==> config.mk <==
export PLATFORM = sky130hd
export DESIGN_NAME = t_latch
export DESIGN_NICKNAME = d
export VERILOG_FILES = /design/src/rtl/t_latch.sv
export SDC_FILE = /design/constraint.sdc
export NUM_CORES = 1
export LEC_CHECK = 0
export CAP_MARGIN = 20
export CELL_PAD_IN_SITES_DETAIL_PLACEMENT = 0
export CELL_PAD_IN_SITES_GLOBAL_PLACEMENT = 2
export CORE_AREA = 2 2 39 41
export DETAILED_ROUTE_END_ITERATION = 8
export DIE_AREA = 0 0 41 43
export MAX_ROUTING_LAYER = met4
export PLACE_DENSITY = 0.45
export SLEW_MARGIN = 20
export SYNTH_ARGS = -nofsm -noshare
export SYNTH_HDL_FRONTEND = slang
export SYNTH_SLANG_ARGS = --single-unit
export TNS_END_PERCENT = 30
==> constraint.sdc <==
create_clock -name clk -period 1 [get_ports clk]
set_input_delay 0.2 -clock clk [delete_from_list [all_inputs] [get_ports clk]]
set_output_delay 0.2 -clock clk [all_outputs]
set_load 0.1 [all_outputs]
==> src/rtl/t_latch.sv <==
// t_latch: bank of WIDTH clock-synchronous toggle cells sharing one enable.
// While enable is high each bit with t high inverts on every rising clk edge;
// q_bar is the combinational complement of the q register and toggled pulses
// for one cycle after a bit of q changes.
// Reset is asynchronous on assertion; its release passes through a two-flop
// synchronizer so the first toggle can happen at the 2nd edge after release.
// Optional build macro T_LATCH_ONESHOT_EN: each bit toggles at most once per
// enable window and re-arms when t[i] or enable is sampled low.
module t_latch #(
    parameter int               WIDTH = 1,
    parameter logic [WIDTH-1:0] INIT  = '0
) (
    input  logic             clk,
    input  logic             rst,
    input  logic [WIDTH-1:0] t,
    input  logic             enable,
    output logic [WIDTH-1:0] q,
    output logic [WIDTH-1:0] q_bar,
    output logic [WIDTH-1:0] toggled
);

    // Valid/ready handshake does not apply: t and enable are level inputs
    // sampled at every rising edge, and outputs are always valid.

    logic [1:0]       rel_q;
    logic             released;
    logic [WIDTH-1:0] q_q;
    logic [WIDTH-1:0] q_d;
    logic [WIDTH-1:0] toggled_q;
    logic [WIDTH-1:0] toggled_d;
    logic [WIDTH-1:0] fire;
`ifdef T_LATCH_ONESHOT_EN
    logic [WIDTH-1:0] armed_q;
    logic [WIDTH-1:0] armed_d;
`endif

    // Release synchronizer: both stages clear asynchronously on rst and fill
    // with ones after release; the cells open once the first stage has
    // captured the release edge.
    always_ff @(posedge clk or posedge rst) begin
        if (rst) begin
            rel_q <= 2'b00;
        end else begin
            rel_q <= {rel_q[0], 1'b1};
        end
    end

    assign released = |rel_q;

    // Per-bit next state; X on t or enable fails the == 1'b1 test and holds.
    always_comb begin
        fire = '0;
`ifdef T_LATCH_ONESHOT_EN
        armed_d = armed_q;
`endif
        for (int i = 0; i < WIDTH; i++) begin
            if (released) begin
                if (enable == 1'b1 && t[i] == 1'b1) begin
`ifdef T_LATCH_ONESHOT_EN
                    fire[i]    = armed_q[i];
                    armed_d[i] = 1'b0;
`else
                    fire[i]    = 1'b1;
`endif
                end else begin
`ifdef T_LATCH_ONESHOT_EN
                    armed_d[i] = 1'b1;
`else
                    fire[i]    = 1'b0;
`endif
                end
            end
        end
        q_d       = q_q ^ fire;
        toggled_d = fire;
    end

    // State registers: q, the one-cycle toggle pulse and (oneshot) arm flags.
    always_ff @(posedge clk or posedge rst) begin
        if (rst) begin
            q_q       <= INIT;
            toggled_q <= '0;
`ifdef T_LATCH_ONESHOT_EN
            armed_q   <= '1;
`endif
        end else begin
            q_q       <= q_d;
            toggled_q <= toggled_d;
`ifdef T_LATCH_ONESHOT_EN
            armed_q   <= armed_d;
`endif
        end
    end

    assign q       = q_q;
    assign q_bar   = ~q_q;
    assign toggled = toggled_q;

endmodule

Yosys cells after proc, flatten, opt, wreduce, memory -nomap -nowiden

Index checks and enable logic that the tools add are counted.
W data, S select, Z words.

Reduce and logical (&&, ||, !) cells: 2
Bitwise logic cells: 2
Muxes and demuxes: 2

Operator list:

| operator            | count |
|---|---|
| $mux W1             | 2 |
| $reduce_or A2 Y1    | 1 |
| $logic_and A1 B1 Y1 | 1 |
| $not A1 Y1          | 1 |
| $xor A1 B1 Y1       | 1 |

Logic and storage cells: 9
Register bits: 4
Bits of input ports: 4

Logic depth before layout (Yosys ltp)

Depth in word-level cells: 4
Gate-level depth with buffers: 2
Depth with buffers taken out: 2

Worst setup path after synthesis

Ideal clock, no wire load.

Path type: reg2reg
Start point: register q_q (netlist: q)
End point: register q_q (netlist: q)
Clock period less this slack: 2.048 ns
Stages on the path, launching flop included: 3
Path slack: -1.048 ns
Arrival: 1.895 ns
Path buffers: 0
Path through: dfrtp_1 > inv_1 > xnor2_2

Cells in the longest elaborated chain, start to end: 1

RTL lines:

| item                     | RTL line | RTL |
|---|---|---|
| start: declaration       | 27       | `logic [WIDTH-1:0] q_q;` |
| start signal: assignment | 87       | `q_q <= q_d;` |
| $xor A1 B1 Y1            | 74       | `q_d = q_q ^ fire;` |
| net q_d                  | 28       | `logic [WIDTH-1:0] q_d;` |

The timed path passes the listed nets, and every way through them passes these cells.

Worst setup path after layout

Start point: register q_q (netlist: q)
End point: output port q_bar

Cells in the longest elaborated chain, start to end: 1

RTL lines:

| item             | RTL line | RTL |
|---|---|---|
| $not A1 Y1       | 96       | `assign q_bar = ~q_q;` |
| end: declaration | 18       | `output logic [WIDTH-1:0] q_bar,` |

Every way passes these cells.

==> impl_metrics.prom <==
# TYPE chip_impl_metric gauge
chip_impl_info{name="outcome",value="complete, but fails checks"} 1
chip_impl_info{name="violations_in_the_final_reports",value="setup timing"} 1
chip_impl_metric{name="ys.warnings.count",unit=""} 0
chip_impl_metric{name="cts_buffers",unit=""} 3
chip_impl_metric{name="cp_max_fo",unit=""} 2
chip_impl_info{name="mostFrequentLayoutCells",value="sky130_fd_sc_hd__clkbuf_4 (3), sky130_fd_sc_hd__clkdlybuf4s50_1 (3), sky130_fd_sc_hd__buf_12 (3), sky130_fd_sc_hd__buf_4 (3), sky130_fd_sc_hd__dfrtp_1 (3)"} 1
chip_impl_metric{name="synth-xor-area-share",unit="%"} 11.2
chip_impl_info{name="tritoncts_clock_tree",value="yes"} 1
chip_impl_info{name="crit_chain",value="clkinvlp_4, buf_12"} 1
chip_impl_metric{name="number_of_h_tree_levels",unit=""} 1
chip_impl_metric{name="dieArea",unit="µm²"} 1760
chip_impl_metric{name="drt_pass1_iterations",unit=""} 1
chip_impl_metric{name="r2r_cells",unit=""} 5
chip_impl_info{name="crit_path_end_kind",value="output pin"} 1
chip_impl_metric{name="post_synth_mux_area_share",unit="%"} 0
chip_impl_info{name="holdCritPathClass",value="primary input to asynchronous set/reset pin"} 1
chip_impl_metric{name="fin_tns_setup",unit="ps"} -466
chip_impl_metric{name="grt.total_usage",unit="%"} 5.17
chip_impl_metric{name="overall_routed_net_length",unit="µm"} 264
chip_impl_metric{name="syn_avg_cell_area",unit="µm²"} 16.1
chip_impl_metric{name="grt_first_pass_wirelength",unit="µm"} 517
chip_impl_metric{name="remaining_drc_errors",unit=""} 0
chip_impl_metric{name="stages_on_worst_setup_path",unit=""} 2
chip_impl_metric{name="synthesis.area",unit="µm²"} 145
chip_impl_metric{name="initialDrtViolationCount",unit=""} 0
chip_impl_metric{name="grt_max_degree",unit=""} 5
chip_impl_info{name="synth_top_family_by_area",value="compound AO/OA/AOI/OAI gates"} 1
chip_impl_metric{name="synth_compound_gate_area_share",unit="%"} 12.1
chip_impl_metric{name="cp_data_required_time",unit="ps"} 800
chip_impl_info{name="synth.largest_area_cell",value="sky130_fd_sc_hd__dfrtp_1"} 1
chip_impl_metric{name="grt_pass1_vias",unit=""} 124
chip_impl_info{name="path_delay_family",value="flip-flops"} 1
chip_impl_metric{name="finalWorstSetupSlack",unit="ps"} -203
chip_impl_metric{name="clock_skew_after_layout",unit="ps"} 8.02
chip_impl_metric{name="synthCells",unit=""} 9
chip_impl_metric{name="yosys_register_bits",unit=""} 4
chip_impl_metric{name="globalRoute.totalOverflow",unit=""} 0
chip_impl_metric{name="ant_nets_after_route",unit=""} 0
chip_impl_metric{name="critical_path.max_stage_delay",unit="ps"} 490
chip_impl_metric{name="input_output_buffers",unit=""} 6
chip_impl_metric{name="n_antenna_cell",unit=""} 0
chip_impl_metric{name="finalWorstPathRequiredPeriod",unit="ps"} 1200
chip_impl_metric{name="routed-via-count",unit=""} 106
chip_impl_metric{name="dieHeight",unit="µm"} 43
chip_impl_metric{name="synth_simple_gate_area_share",unit="%"} 0
chip_impl_metric{name="clkLatencyLatePin",unit="ps"} 240
chip_impl_metric{name="synth_fa_ha_area_share",unit="%"} 0
chip_impl_info{name="critical-path-slowest-cell",value="sky130_fd_sc_hd__dfrtp_4"} 1
chip_impl_info{name="worst_setup_path_class",value="flop to output pin"} 1
chip_impl_metric{name="layout_worst_path_cycle_share",unit="%"} 120
chip_impl_metric{name="clock_tree.buffer_depth",unit=""} 2
chip_impl_metric{name="buf_inv_stages_crit_path",unit=""} 2
chip_impl_metric{name="clk_pin_slew",unit="ps"} 40
chip_impl_metric{name="core",unit="µm²"} 1380
chip_impl_metric{name="fin_nets",unit=""} 27
chip_impl_metric{name="report.final.slew_viol_count",unit=""} 0
chip_impl_metric{name="nFillCells",unit=""} 154
chip_impl_metric{name="tritoncts_num_sinks",unit=""} 4
chip_impl_info{name="grt_setup_unrepaired",value="true"} 1
chip_impl_metric{name="rows",unit=""} 14
chip_impl_metric{name="finalHoldViolations",unit=""} 0
chip_impl_metric{name="worstPathArrival",unit="ps"} 1000
chip_impl_metric{name="gp_congestion",unit=""} 0.612
chip_impl_info{name="synth_area_leaders",value="sky130_fd_sc_hd__dfrtp_1 (69%), sky130_fd_sc_hd__o211a_4 (12%), sky130_fd_sc_hd__xnor2_2 (11%)"} 1
chip_impl_metric{name="floorplan.initialDensity",unit="%"} 10.5
chip_impl_metric{name="syn2layout_area_growth",unit="%"} 115
chip_impl_metric{name="io_pins",unit=""} 7
chip_impl_metric{name="ys_seq_area_share",unit="%"} 69.0
chip_impl_metric{name="floorplan.die.width",unit="µm"} 41
chip_impl_metric{name="number_of_distinct_library_cell_variants_in_the_gate_level_netlist_after_synthesis",unit=""} 5
chip_impl_metric{name="via_per_inst",unit=""} 2.79
chip_impl_metric{name="post-dp-hpwl",unit="µm"} 201
chip_impl_metric{name="synth_top_area_share",unit="%"} 69.0
chip_impl_metric{name="clock.fmax",unit="GHz"} 0.831
chip_impl_metric{name="setup-violations-final",unit=""} 3
chip_impl_metric{name="postPlaceCellArea",unit="µm²"} 270
chip_impl_info{name="cts_root_buffer",value="sky130_fd_sc_hd__clkbuf_4"} 1
chip_impl_metric{name="postLayoutCellArea",unit="µm²"} 312
chip_impl_info{name="start_kind",value="flop"} 1
chip_impl_metric{name="drive_gt1_share",unit="%"} 59.1
chip_impl_metric{name="max-cap-violations",unit=""} 0
chip_impl_metric{name="routed_wire_length_per_instance",unit="µm"} 6.95
chip_impl_metric{name="synthesis.nets",unit=""} 13
chip_impl_metric{name="initial_antenna_violation_count",unit=""} 0
[final timing paths]
path	startpoint	to	slack [ps]
max	q	q_bar	-200
min	rst	q	140
max reg2reg	q	q	-150
min reg2reg	rel_q[0]	rel_q[1]	410
max in group asynchronous	rst	q	680
min in group clk	rel_q[0]	rel_q[1]	410
[cells in the mapped netlist]
cell                      n
sky130_fd_sc_hd__dfrtp_1  4
sky130_fd_sc_hd__inv_1    2
sky130_fd_sc_hd__xnor2_2  1
sky130_fd_sc_hd__o211a_4  1
sky130_fd_sc_hd__conb_1   1
[worst register-to-register path, stage by stage, from the launching register on]
cell	delay, ps
sky130_fd_sc_hd__dfrtp_4	430
sky130_fd_sc_hd__clkinvlp_4	110
sky130_fd_sc_hd__buf_4	140
sky130_fd_sc_hd__buf_4	120
sky130_fd_sc_hd__buf_4	130
sky130_fd_sc_hd__xnor2_2	110
[logic make-up after synthesis]
logic type | count (synthesis)
flops | 4
buf+inv | 2
compound gates | 1
xor+xnor | 1
other cells | 1
[timing repair]
item / CTS / global route
endpoints found under the hold margin: 0 / 0
resized for setup: 0 / 0
buffers inserted: 1 / 1
endpoints found under the setup margin: 3 / 4
hold buffers: 0 / 0
cloned: 0 / 0
[through the flow]
stage               setup WS [ps]  hold slack (ps)  std cells  utilization [%]
CTS                          -213              143         37             22.0
global route                 -241              158         38             22.5
detailed placement          -46.2              401         32             19.5
global placement            -32.7              390         32             19.5
finish                       -203              145         38             22.5
floorplan                    -533            -33.9          9                -
[sequential cells by signal, indices dropped and copies added, names as in the netlist]
name     flops
rel_q        2
q            1
toggled      1
[metal layers]
layer	wire (µm)	up-vias	GRT usage (%)
met4	0	0	2.00
met5	0	-	-
li1	-	52	-
met1	92	47	4.89
met2	134	7	6.25
met3	37	0	6.28
[layout make-up]
type | count | area [µm²] | share of cell area (%)
timing repair buffer | 9 | 113 | 36.1
inverter | 2 | 11.3 | 3.61
tap | 16 | 20.0 | 6.43
multi-input combinational | 3 | 37.5 | 12.0
sequential | 4 | 104 | 33.3
clock buffer | 4 | 26.3 | 8.43
Power is not shown: default switching activity piles up to over one toggle a cycle in this logic, so the estimate is an artifact.
